`src/rtl/edge_pkg.sv`:
```
// Shared types for the edge-to-level rebuilder.
//   edge_e       : queued event type (1 = rise, 0 = fall), also used as a level
//   e2l_state_e  : replay FSM state
package edge_pkg;

  typedef enum logic {EDGE_FALL = 1'b0, EDGE_RISE = 1'b1} edge_e;

  typedef enum logic {ST_IDLE, ST_HOLD} e2l_state_e;

endpackage

```
`src/rtl/edge_fifo.sv`:
```
// Small synchronous FIFO of edge events.
// Ports:
//   clk, reset      clock, async active-low reset
//   push, push_data write one event (caller guarantees !full or pop same cycle)
//   pop, pop_data   pop_data is the current head, read straight from storage
//   full, empty     occupancy flags
//   count           occupancy, 0..DEPTH
// Pointers carry one extra bit so full and empty are distinguishable without wrap tricks.
module edge_fifo
  import edge_pkg::*;
#(
  parameter int DEPTH = 4
) (
  input  logic                     clk,
  input  logic                     reset,
  input  logic                     push,
  input  edge_e                    push_data,
  input  logic                     pop,
  output edge_e                    pop_data,
  output logic                     full,
  output logic                     empty,
  output logic [$clog2(DEPTH):0]   count
);

  localparam int AW = $clog2(DEPTH);

  edge_e        mem [DEPTH];
  logic [AW:0]  wr_ptr;
  logic [AW:0]  rd_ptr;

  always_ff @(posedge clk or negedge reset) begin
    if (!reset) begin
      wr_ptr <= '0;
      rd_ptr <= '0;
    end else begin
      if (push) wr_ptr <= wr_ptr + 1'b1;
      if (pop)  rd_ptr <= rd_ptr + 1'b1;
    end
  end

  // When full, a simultaneous push overwrites the slot being popped; the head
  // is read before the edge, so the popped value is the old one.
  always_ff @(posedge clk) begin
    if (push) mem[wr_ptr[AW-1:0]] <= push_data;
  end

  assign pop_data = mem[rd_ptr[AW-1:0]];
  assign count    = wr_ptr - rd_ptr;
  assign empty    = (count == '0);
  assign full     = (count == (AW+1)'(DEPTH));

endmodule

```
`src/rtl/edge_to_level.sv`:
```
// Rebuilds a level signal from single-cycle rise/fall pulses. Accepted events
// are queued and replayed so that every level on a_o lasts at least MIN_HOLD cycles.
// Ports:
//   clk, reset        clock, async active-low reset
//   rising_edge_i     rise event pulse
//   falling_edge_i    fall event pulse
//   clr_err_i         clears sticky err_o
//   a_o               reconstructed level
//   busy_o            queue non-empty or hold in progress
//   count_o           queue occupancy
//   err_o             sticky: an event was dropped (illegal, redundant or overflow)
//
// state   | meaning
// --------+--------------------------------------------------------------
// ST_IDLE | no hold running; pops the head as soon as the queue has one
// ST_HOLD | a_o changed recently; cnt counts down the remaining hold cycles
module edge_to_level
  import edge_pkg::*;
#(
  parameter int   DEPTH      = 4,
  parameter int   MIN_HOLD   = 3,
  parameter logic INIT_LEVEL = 1'b0
) (
  input  logic                     clk,
  input  logic                     reset,
  input  logic                     rising_edge_i,
  input  logic                     falling_edge_i,
  input  logic                     clr_err_i,
  output logic                     a_o,
  output logic                     busy_o,
  output logic [$clog2(DEPTH):0]   count_o,
  output logic                     err_o
);

  localparam int            CW          = $clog2(MIN_HOLD + 1);
  localparam logic [CW-1:0] HOLD_RELOAD = CW'(MIN_HOLD - 1);

  e2l_state_e     state, state_n;
  logic [CW-1:0]  cnt, cnt_n;
  logic           a_q, a_n;
  logic           tail_level;
  logic           err_q, err_n;

  logic           fifo_push, fifo_pop, fifo_full, fifo_empty;
  edge_e          ev_type, head;

  logic           one_pulse, illegal, redundant, overflow;

  // Accept logic
  always_comb begin
    one_pulse = rising_edge_i ^ falling_edge_i;
    ev_type   = rising_edge_i ? EDGE_RISE : EDGE_FALL;
    illegal   = rising_edge_i & falling_edge_i;
    redundant = one_pulse & (logic'(ev_type) == tail_level);
    // A pop in the same cycle frees a slot, so full only drops without one.
    overflow  = one_pulse & ~redundant & fifo_full & ~fifo_pop;
    fifo_push = one_pulse & ~redundant & ~overflow;
    err_n     = (illegal | redundant | overflow) | (err_q & ~clr_err_i);
  end

  // Replay FSM
  always_comb begin
    state_n  = state;
    cnt_n    = cnt;
    a_n      = a_q;
    fifo_pop = 1'b0;
    case (state)
      ST_IDLE: begin
        if (!fifo_empty) begin
          fifo_pop = 1'b1;
          a_n      = logic'(head);
          cnt_n    = HOLD_RELOAD;
          state_n  = ST_HOLD;
        end
      end
      ST_HOLD: begin
        if (cnt != '0) begin
          cnt_n = cnt - 1'b1;
        end else if (!fifo_empty) begin
          fifo_pop = 1'b1;
          a_n      = logic'(head);
          cnt_n    = HOLD_RELOAD;
        end else begin
          state_n = ST_IDLE;
        end
      end
      default: state_n = ST_IDLE;
    endcase
  end

  always_ff @(posedge clk or negedge reset) begin
    if (!reset) begin
      state      <= ST_IDLE;
      cnt        <= '0;
      a_q        <= INIT_LEVEL;
      tail_level <= INIT_LEVEL;
      err_q      <= 1'b0;
    end else begin
      state <= state_n;
      cnt   <= cnt_n;
      a_q   <= a_n;
      err_q <= err_n;
      if (fifo_push) tail_level <= logic'(ev_type);
    end
  end

  edge_fifo #(.DEPTH(DEPTH)) u_fifo (
    .clk       (clk),
    .reset     (reset),
    .push      (fifo_push),
    .push_data (ev_type),
    .pop       (fifo_pop),
    .pop_data  (head),
    .full      (fifo_full),
    .empty     (fifo_empty),
    .count     (count_o)
  );

  assign a_o    = a_q;
  assign err_o  = err_q;
  assign busy_o = (state == ST_HOLD) | (count_o != '0);

endmodule

```
`config.mk`:
```
export PLATFORM = sky130hd
export DESIGN_NAME = edge_to_level
export DESIGN_NICKNAME = d
export VERILOG_FILES = /design/src/rtl/edge_pkg.sv /design/src/rtl/edge_fifo.sv /design/src/rtl/edge_to_level.sv
export SDC_FILE = /design/constraint.sdc
export NUM_CORES = 1
export LEC_CHECK = 0
export CORE_MARGIN = 4
export CORE_UTILIZATION = 50
export CTS_BUF_LIST = sky130_fd_sc_hd__clkbuf_8
export CTS_CLUSTER_DIAMETER = 30
export CTS_CLUSTER_SIZE = 20
export DETAILED_ROUTE_END_ITERATION = 10
export PLACE_DENSITY = 0.76
export SLEW_MARGIN = 20
export SYNTH_ARGS = -nofsm -noshare
export SYNTH_HDL_FRONTEND = slang
export SYNTH_SLANG_ARGS = --single-unit
```
`constraint.sdc`:
```
create_clock -name clk -period 2.5 [get_ports clk]
set_clock_uncertainty 0.1 [all_clocks]
set_input_delay 0.375 -clock clk [delete_from_list [all_inputs] [get_ports clk]]
set_output_delay 0.375 -clock clk [all_outputs]
set_load 0.1 [all_outputs]
```
==> After elaboration in Yosys (flattened, before gate mapping) <==
Memory sizes are Yosys's and may differ from the RTL's.
Index checks and enable logic that the tools add are counted.
{ "op_classes": {"eq_ne": 3, "n_addsub": 4, "n_bitwise": 17, "n_div": 0, "shift": 0, "n_mux": 14, "multipliers": 0, "reduce_logical": 3, "n_lt_le_gt_ge": 0} }
{ "op_table": {"columns": ["op", "count"], "rows": [
  ["two-way mux 1 bit", 8],
  ["bitwise AND 1 bit", 7],
  ["adder 3 x 1 -> 3 bit (second input constant)", 2],
  ["case mux 1 bit (2 select lines)", 3],
  ["inverter 1 bit", 5],
  ["two-way mux 2 bit", 2],
  ["bitwise OR 1 bit", 4],
  ["case mux 2 bit (2 select lines)", 1],
  ["== test 3 bit (second input constant)", 1],
  ["logical NOT 3 bit", 1],
  ["nonzero test 3 bit", 1],
  ["subtractor 3 bit", 1],
  ["inequality test 2 bit (second input constant)", 1],
  ["nonzero test 2 bit", 1],
  ["subtractor 2 x 1 -> 2 bit (second input constant)", 1],
  ["== test 1 bit", 1],
  ["bitwise XOR 1 bit", 1]
]} }
{ "totals": {"input_bits": 5, "n_memories": 1, "romBits": 0, "latchBits": 0, "register_bits": 12, "mem_bits_rw": 4} }
{ "memory_table": {"columns": ["memory", "words", "word_bits", "read_ports", "rd_clocked_by_memory_dff", "wr", "line", "rtl"], "rows": [
  ["u_fifo.mem", 4, 1, 1, 0, 1, "edge_fifo.sv:27", "edge_e mem [DEPTH];"]
]} }

==> Depth between registers and ports, before layout <==
Gate-level depths: netlist (run 1).
{ "logic_depth": {"ltp_word": 11, "ltp_mapped": 7, "depth_no_buf": 7} }

==> By module <==
A second synthesis (run 1) with hierarchy kept.
{ "hier_totals": {"hier_cells": 67, "area_unflattened_um2": 843.3} }
{ "by_module_without_submodules": {"columns": ["mod", "seq_area_each_um2", "n_inst", "cells_per_inst", "area_each_um2"], "rows": [
  ["edge_fifo", 270.3, 1, 37, 523.0],
  ["edge_to_level", 150.1, 1, 30, 320.3]
]} }

==> Worst setup path after synthesis (run 1) <==
OpenSTA, ideal clock, no wires.
{ "synth_timing": {"kind": "register to output", "startpoint": "register u_fifo.wr_ptr[0]", "endpoint": "output busy_o", "required_time_ps": 2025, "stages_incl_launch_ff": 7, "path_buffers": 0, "arrival_ps": 2330, "slack_ps": -305, "path_cell_list": "dfrtp_1 > inv_1 > ha_1 > fa_1 > xnor3_2 > inv_6 > or3_2"} }
{ "synth_via": {"elab_chain_len": 3} }
{ "synth_lines": {"columns": ["element", "line", "rtl"], "rows": [
  ["from (decl)", "edge_fifo.sv:28", "logic [AW:0] wr_ptr;"],
  ["from (signal assigned)", "edge_fifo.sv:36", "if (push) wr_ptr <= wr_ptr + 1'b1;"],
  ["subtractor 3 bit", "edge_fifo.sv:48", "assign count = wr_ptr - rd_ptr;"],
  ["via count_o[2]", "edge_to_level.sv:31", "output logic [$clog2(DEPTH):0] count_o,"],
  ["nonzero test 3 bit", "edge_to_level.sv:121", "assign busy_o = (state == ST_HOLD) | (count_o != '0);"],
  ["bitwise OR 1 bit", "edge_to_level.sv:121", null],
  ["to (decl)", "edge_to_level.sv:30", "output logic busy_o,"]
]} }
The timed path passes the listed nets, and every way through them passes these cells.

==> Final worst setup path (run 1) <==
{ "layout_timing": {"startpoint": "register u_fifo.rd_ptr[0]", "endpoint": "output busy_o"} }
{ "layout_via": {"elab_chain_len": 3} }
{ "layout_lines": {"columns": ["element", "line", "rtl"], "rows": [
  ["from (decl)", "edge_fifo.sv:29", "logic [AW:0] rd_ptr;"],
  ["from (signal assigned)", "edge_fifo.sv:37", "if (pop) rd_ptr <= rd_ptr + 1'b1;"],
  ["subtractor 3 bit", "edge_fifo.sv:48", null],
  ["nonzero test 3 bit", "edge_to_level.sv:121", null],
  ["bitwise OR 1 bit", "edge_to_level.sv:121", null]
]} }
Every way passes these cells.

==> reports/metrics.csv, run 1 <==
stage,metric,value,unit
synth,synth_edf_count,4,
placement,numPortBuffers,10,
placement,dp.cells,109,
finish,mostFrequentLayoutCells,"dfrtp_1 (12), buf_4 (10), inv_1 (7)",
outcome,status,completed,
floorplan,io_pins,11,
finish,area_delta_synth_final,32.8,%
floorplan,die-width,50.2,um
placement,gp_congestion,0.843,
grt,grt_pass1_vias,621,
synth,synthMuxAreaShare,7.18,%
finish,nFillCells,105,
cts,clk_path_buf_depth,2,
placement,place_area,0.00109,mm2
finish,final_util,74.0,%
finish,mostFrequentLayoutCell,dfrtp_1,
critical_path,worstPathRequired,2.03,ns
synth,synthFlopType,dfrtp_1,
cts,cts_tree,done,
cts,numClockSinks,16,
synth,synth-simple-area-share,11.0,%
floorplan,die_area,0.00252,mm2
synth,yosysTopAreaCellShare,33.8,%
critical_path,reg2regPathDepth,7,
critical_path,worstPathArrival,2.00,ns
placement,hpwl,1240,um
critical_path,criticalPathCategory,reg -> out,
finish,final_cell_count_no_fill,117,
sta,hold_violations,0,
sta,timing.fmax,403,MHz
grt,grt_pass1_wl,2920,um
synth,synth_area_leaders,"dfrtp_1 (34%), edfxtp_1 (14%), ha_1 (8.5%)",
sta,setup_viol,0,
synth,netlist_area,888,um2
routing,wl_per_cell,15.1,um
synth,synthXorXnorAreaFrac,7.61,%
sta,post-route-min-period,2.48,ns
synth,ys_ff_latch,16,
routing,ant_nets,0,
critical_path,r2r_setup_slack,0.22,ns
routing,drt-pass1-iter-count,4,
grt,grt_max_degree,13,
cts,cts_root_buf,clkbuf_8,
synth,yosysUniqueCellTypes,34,
grt,globalRoute.totalOverflow,0,
routing,drt_first_iter_violations,12,
floorplan,rows,14,
grt,groute.usage.overall,15.3,%
synth,netlist_instances,71,
sta,rsz0062_at_grt,true,
finish,final_area,0.00118,mm2
sta,finalMaxSlewViolations,0,
synth,synth_top_family_by_area,compound AO/OA/AOI/OAI gates,
sta,relSlewSlack,62.7,%
routing,drc_errors,0,
routing,num_vias,635,
synth,ys_seq_area_share,47.3,%
finish,fin_nets,106,
synth,yosysWarnings,0,
floorplan,initial_utilization,55.7,%
synth,synth_nets,83,
critical_path,path_max_fanout,2,
routing,vias_per_cell,5.43,
synth,async_flop_share,75.0,%
job,drv_cap,0,
cts,clock_latency,0.25,ns
finish,antenna_cells,0,
grt,grt_antenna_before_repair,0,
floorplan,coreArea,0.00159,mm2
worst_hold_path,hold_path_class,in -> async,
cts,clk_pin_slew,0.06,ns
floorplan,die_h,50.2,um
critical_path,worst_setup_path_start_kind,flip-flop,
routing,wl,1770,um
synth,yosysTopAreaCell,dfrtp_1,
finish,drive_gt1_share,32.3,%
sta,tightest_slew,0.554,ns
cts,cts_made_buffers,3,
cts,h-tree-depth,1,
synth,synthAdderAreaFrac,10.7,%
critical_path,endpoint_kind,primary output,
sta,fin_crit_sh,99.2,%
synth,avgSynthCellArea,12.5,um2
synth,synth_compound_area_share,12.3,%
==> registers in the layout (all words and copies together), names as in the netlist <==
signal	cells
cnt	2
a_o	1
tail_level	1
u_fifo.mem	4
state	1
u_fifo.rd_ptr	3
err_o	1
u_fifo.wr_ptr	3
==> cell usage after synthesis, types with 2 or more instances <==
master     n
xnor2_1    4
dfrtp_1   12
inv_1      7
mux2_4     2
nand3_1    2
ha_1       6
and3_1     3
a21oi_1    2
edfxtp_1   4
nand2_1    3
o211ai_1   2
o221ai_1   2
==> stage by stage <==
stage	setup slack (ns)	setup TNS [ns]	hold slack (ns)
after CTS	0.00878	0	0.392
after floorplan	0.0311	0	-0.0206
after detailed placement	0.147	0	0.384
after global placement	0.192	0	0.373
final	0.0210	0	0.386
after global routing	-0.0478	-0.0478	0.426
==> kinds of logic after synthesis <==
logic type / after synthesis
and+or+nand+nor: 17
DFF: 16
AOI/OAI and AO/OA: 13
buffers and inverters: 8
adders and majority gates: 7
xor gates and xnor gates: 6
muxes: 4
==> path summary, 6_finish.rpt <==
path,startpoint,to
worst min register to register,u_fifo.rd_ptr[2]$_DFFE_PN0P_,u_fifo.rd_ptr[2]$_DFFE_PN0P_
worst min-delay path,reset,a_o$_DFFE_PN0P_
max in group asynchronous,reset,err_o$_DFF_PN0_
worst max register to register,u_fifo.rd_ptr[0]$_DFFE_PN0P_,u_fifo.wr_ptr[1]$_DFFE_PN0P_
worst max-delay path,u_fifo.rd_ptr[0]$_DFFE_PN0P_,busy_o
min in group clk,u_fifo.rd_ptr[2]$_DFFE_PN0P_,u_fifo.rd_ptr[2]$_DFFE_PN0P_
==> critical path: stages, from the launching register on <==
cell and delay, ns:
dfrtp_1 0.41, ha_4 0.17, fa_2 0.55, nand2_2 0.06, or3_4 0.39, buf_12 0.17
==> metal layers <==
metal	global-route usage [%]	vias up	part of all wire, %
li1	-	304	-
met1	21.6	309	48
met2	23.3	18	47
met3	2.07	4	4.6
met4	6.91	0	1.3
met5	0	-	0
==> area by class of cell <==
type / count / area (um2) / area share (%)
Clock buffer: 3 / 41.3 / 3.50
Clock inverter: 1 / 3.75 / 0.318
Inverter: 8 / 35.0 / 2.97
Multi-Input combinational cell: 47 / 454 / 38.5
Sequential cell: 16 / 420 / 35.6
Tap cell: 24 / 30.0 / 2.55
Timing Repair Buffer: 18 / 195 / 16.5
==> what timing repair did <==
item | in CTS | in global routing
pin swaps | 2 | 1
hold buffers | 0 | 0
gates resized for setup | 4 | 1
buffers inserted | 2 | 2
setup endpoints to repair | 1 | 1
Power of run 1 is left out: the tool's default activity adds up to more than one toggle a clock period on the data nets, which glitch-free logic cannot reach.
==> run 2: changes to the inputs <==
Settings changed: CTS_BUF_LIST sky130_fd_sc_hd__clkbuf_8 to sky130_fd_sc_hd__clkbuf_4, PLACE_DENSITY 0.76 to 0.87, RECOVER_POWER set to 25.
==> reports/metrics.csv, run 2 (synthesized netlist as in run 1, its figures left out) <==
stage,metric,value,unit
finish,largest_reg_flops,4,
job,drv_cap,0,
routing,drc_errors,0,
sta,tightest_slew,0.562,ns
floorplan,io_pins,11,
grt,grt_antenna_before_repair,0,
finish,nFillCells,94,
routing,wl_per_cell,14.9,um
routing,wl,1770,um
floorplan,die_area,0.00252,mm2
critical_path,r2r_start,u_fifo.rd_ptr[0]$_DFFE_PN0P_,
cts,cts_root_buf,clkbuf_4,
sta,rsz0062_at_grt,true,
routing,vias_per_cell,5.66,
critical_path,path_max_fanout,2,
sta,post-route-min-period,2.53,ns
cts,clk_path_buf_depth,2,
critical_path,worstPathArrival,2.06,ns
floorplan,initial_utilization,55.7,%
critical_path,worst_setup_path_start_kind,flip-flop,
critical_path,cp_slowest_cell,fa_2,
sta,setup_viol,1,
outcome,violations,negative setup slack,
critical_path,criticalPathCategory,reg -> out,
sta,hold_violations,0,
finish,drive_gt1_share,33.7,%
sta,finalMaxSlewViolations,0,
sta,timing.fmax,395,MHz
critical_path,setup.worst_path.start,u_fifo.rd_ptr[0]$_DFFE_PN0P_,
finish,area_delta_synth_final,32.4,%
critical_path,slowest_delay,0.55,ns
finish,multi_input_area,454,um2
routing,drt-pass1-iter-count,4,
cts,numClockSinks,16,
grt,grt_pass1_wl,3050,um
cts,cts_hold_buf,0,
placement,numPortBuffers,10,
sta,hold_slack,0.396,ns
placement,hpwl,1300,um
critical_path,rr_endpoint,u_fifo.wr_ptr[1]$_DFFE_PN0P_,
outcome,status,"finished, violations left",
cts,h-tree-depth,1,
finish,fin_nets,108,
sta,relSlewSlack,62.1,%
critical_path,endpoint,busy_o,
grt,globalRoute.totalOverflow,0,
floorplan,die-width,50.2,um
finish,antenna_cells,0,
finish,mostFrequentLayoutCells,"dfrtp_1 (12), buf_4 (12), inv_1 (6)",
routing,drt_first_iter_violations,30,
routing,num_vias,673,
cts,cts_tree,done,
floorplan,coreArea,0.00159,mm2
critical_path,reg2regPathDepth,6,
placement,gp_congestion,0.856,
critical_path,endpoint_kind,primary output,
cts,clk_pin_slew,0.09,ns
finish,final_util,73.8,%
floorplan,rows,14,
grt,groute.usage.overall,16.4,%
critical_path,cp_cell_sequence,ha_4 > fa_2 > nand2_2 > or3_4 > buf_12,
cts,cts_made_buffers,3,
grt,grt_max_degree,13,
sta,setup_ws,-0.0314,ns
cts,clock_latency,0.29,ns
sta,fin_crit_sh,101,%
routing,ant_nets,0,
finish,regArea,420,um2
grt,grt_pass1_vias,667,
critical_path,worstPathRequired,2.03,ns
worst_hold_path,hold_path_class,reg -> reg,
floorplan,die_h,50.2,um
critical_path,r2r_setup_slack,0.24,ns
[run 2: changes by cell type in the layout (fill, tap and decap cells not counted)]
cell | before | now
dlygate4sd3_1 | 0 | 1
buf_4 | 10 | 12
clkbuf_4 | 0 | 3
clkinv_1 | 0 | 1
inv_1 | 7 | 6
clkbuf_8 | 3 | 0
clkdlybuf4s50_1 | 4 | 3
[run 2: final cells by class]
cell class / count / area share [%]
Multi-Input combinational cell: 47 / 38.6
Sequential cell: 16 / 35.7
Timing Repair Buffer: 20 / 17.9
Inverter: 8 / 2.98
Tap cell: 24 / 2.55
Clock buffer: 3 / 1.91
Clock inverter: 1 / 0.319
[run 2: metrics by stage]
stage	worst slack, ns	cell area, um2	setup TNS [ns]	instances
2_1_floorplan	0.0311	892	0	71
3_3_place_gp	0.197	1090	0	109
3_5_place_dp	0.142	1090	0	109
6_report	-0.0314	1180	-0.0314	119
5_1_grt	-0.0985	1180	-0.0985	119
4_1_cts	-0.0521	1170	-0.0521	118
[run 2: repair_timing]
item	in CTS	in global routing
setup buffers	5	1
endpoints found under the setup margin	2	2
pin swaps	4	2
gates resized for setup	5	0
[run 2: metal layers]
layer	track usage (%)	share of wire [%]	up-vias
met5	0	0	-
li1	-	-	310
met2	25.4	48	32
met1	20.4	44	327
met4	5.99	1.4	0
met3	6.80	7.2	4
[run 2: worst min-delay path by stage]
stage / start / slack, ns / depth (start not counted) / end
3_3_place_gp: u_fifo.rd_ptr[2]$_DFFE_PN0P_ / 0.38 / 1 / u_fifo.rd_ptr[2]$_DFFE_PN0P_
2_1_floorplan: reset / -0.02 / 0 / a_o$_DFFE_PN0P_
6_report: u_fifo.rd_ptr[2]$_DFFE_PN0P_ / 0.40 / 1 / u_fifo.rd_ptr[2]$_DFFE_PN0P_
3_5_place_dp: u_fifo.rd_ptr[2]$_DFFE_PN0P_ / 0.38 / 1 / u_fifo.rd_ptr[2]$_DFFE_PN0P_
5_1_grt: reset / 0.42 / 1 / u_fifo.rd_ptr[0]$_DFFE_PN0P_
4_1_cts: reset / 0.35 / 1 / u_fifo.rd_ptr[0]$_DFFE_PN0P_
[run 2: worst max-delay path, delay by kind of cell (launching register included)]
kind	cells	cell delay [ns]
DFF	1	0.42
buffers and inverters	1	0.17
adders and majority gates	2	0.72
and+or+nand+nor	2	0.45
Power of run 2 is left out for the same reason.
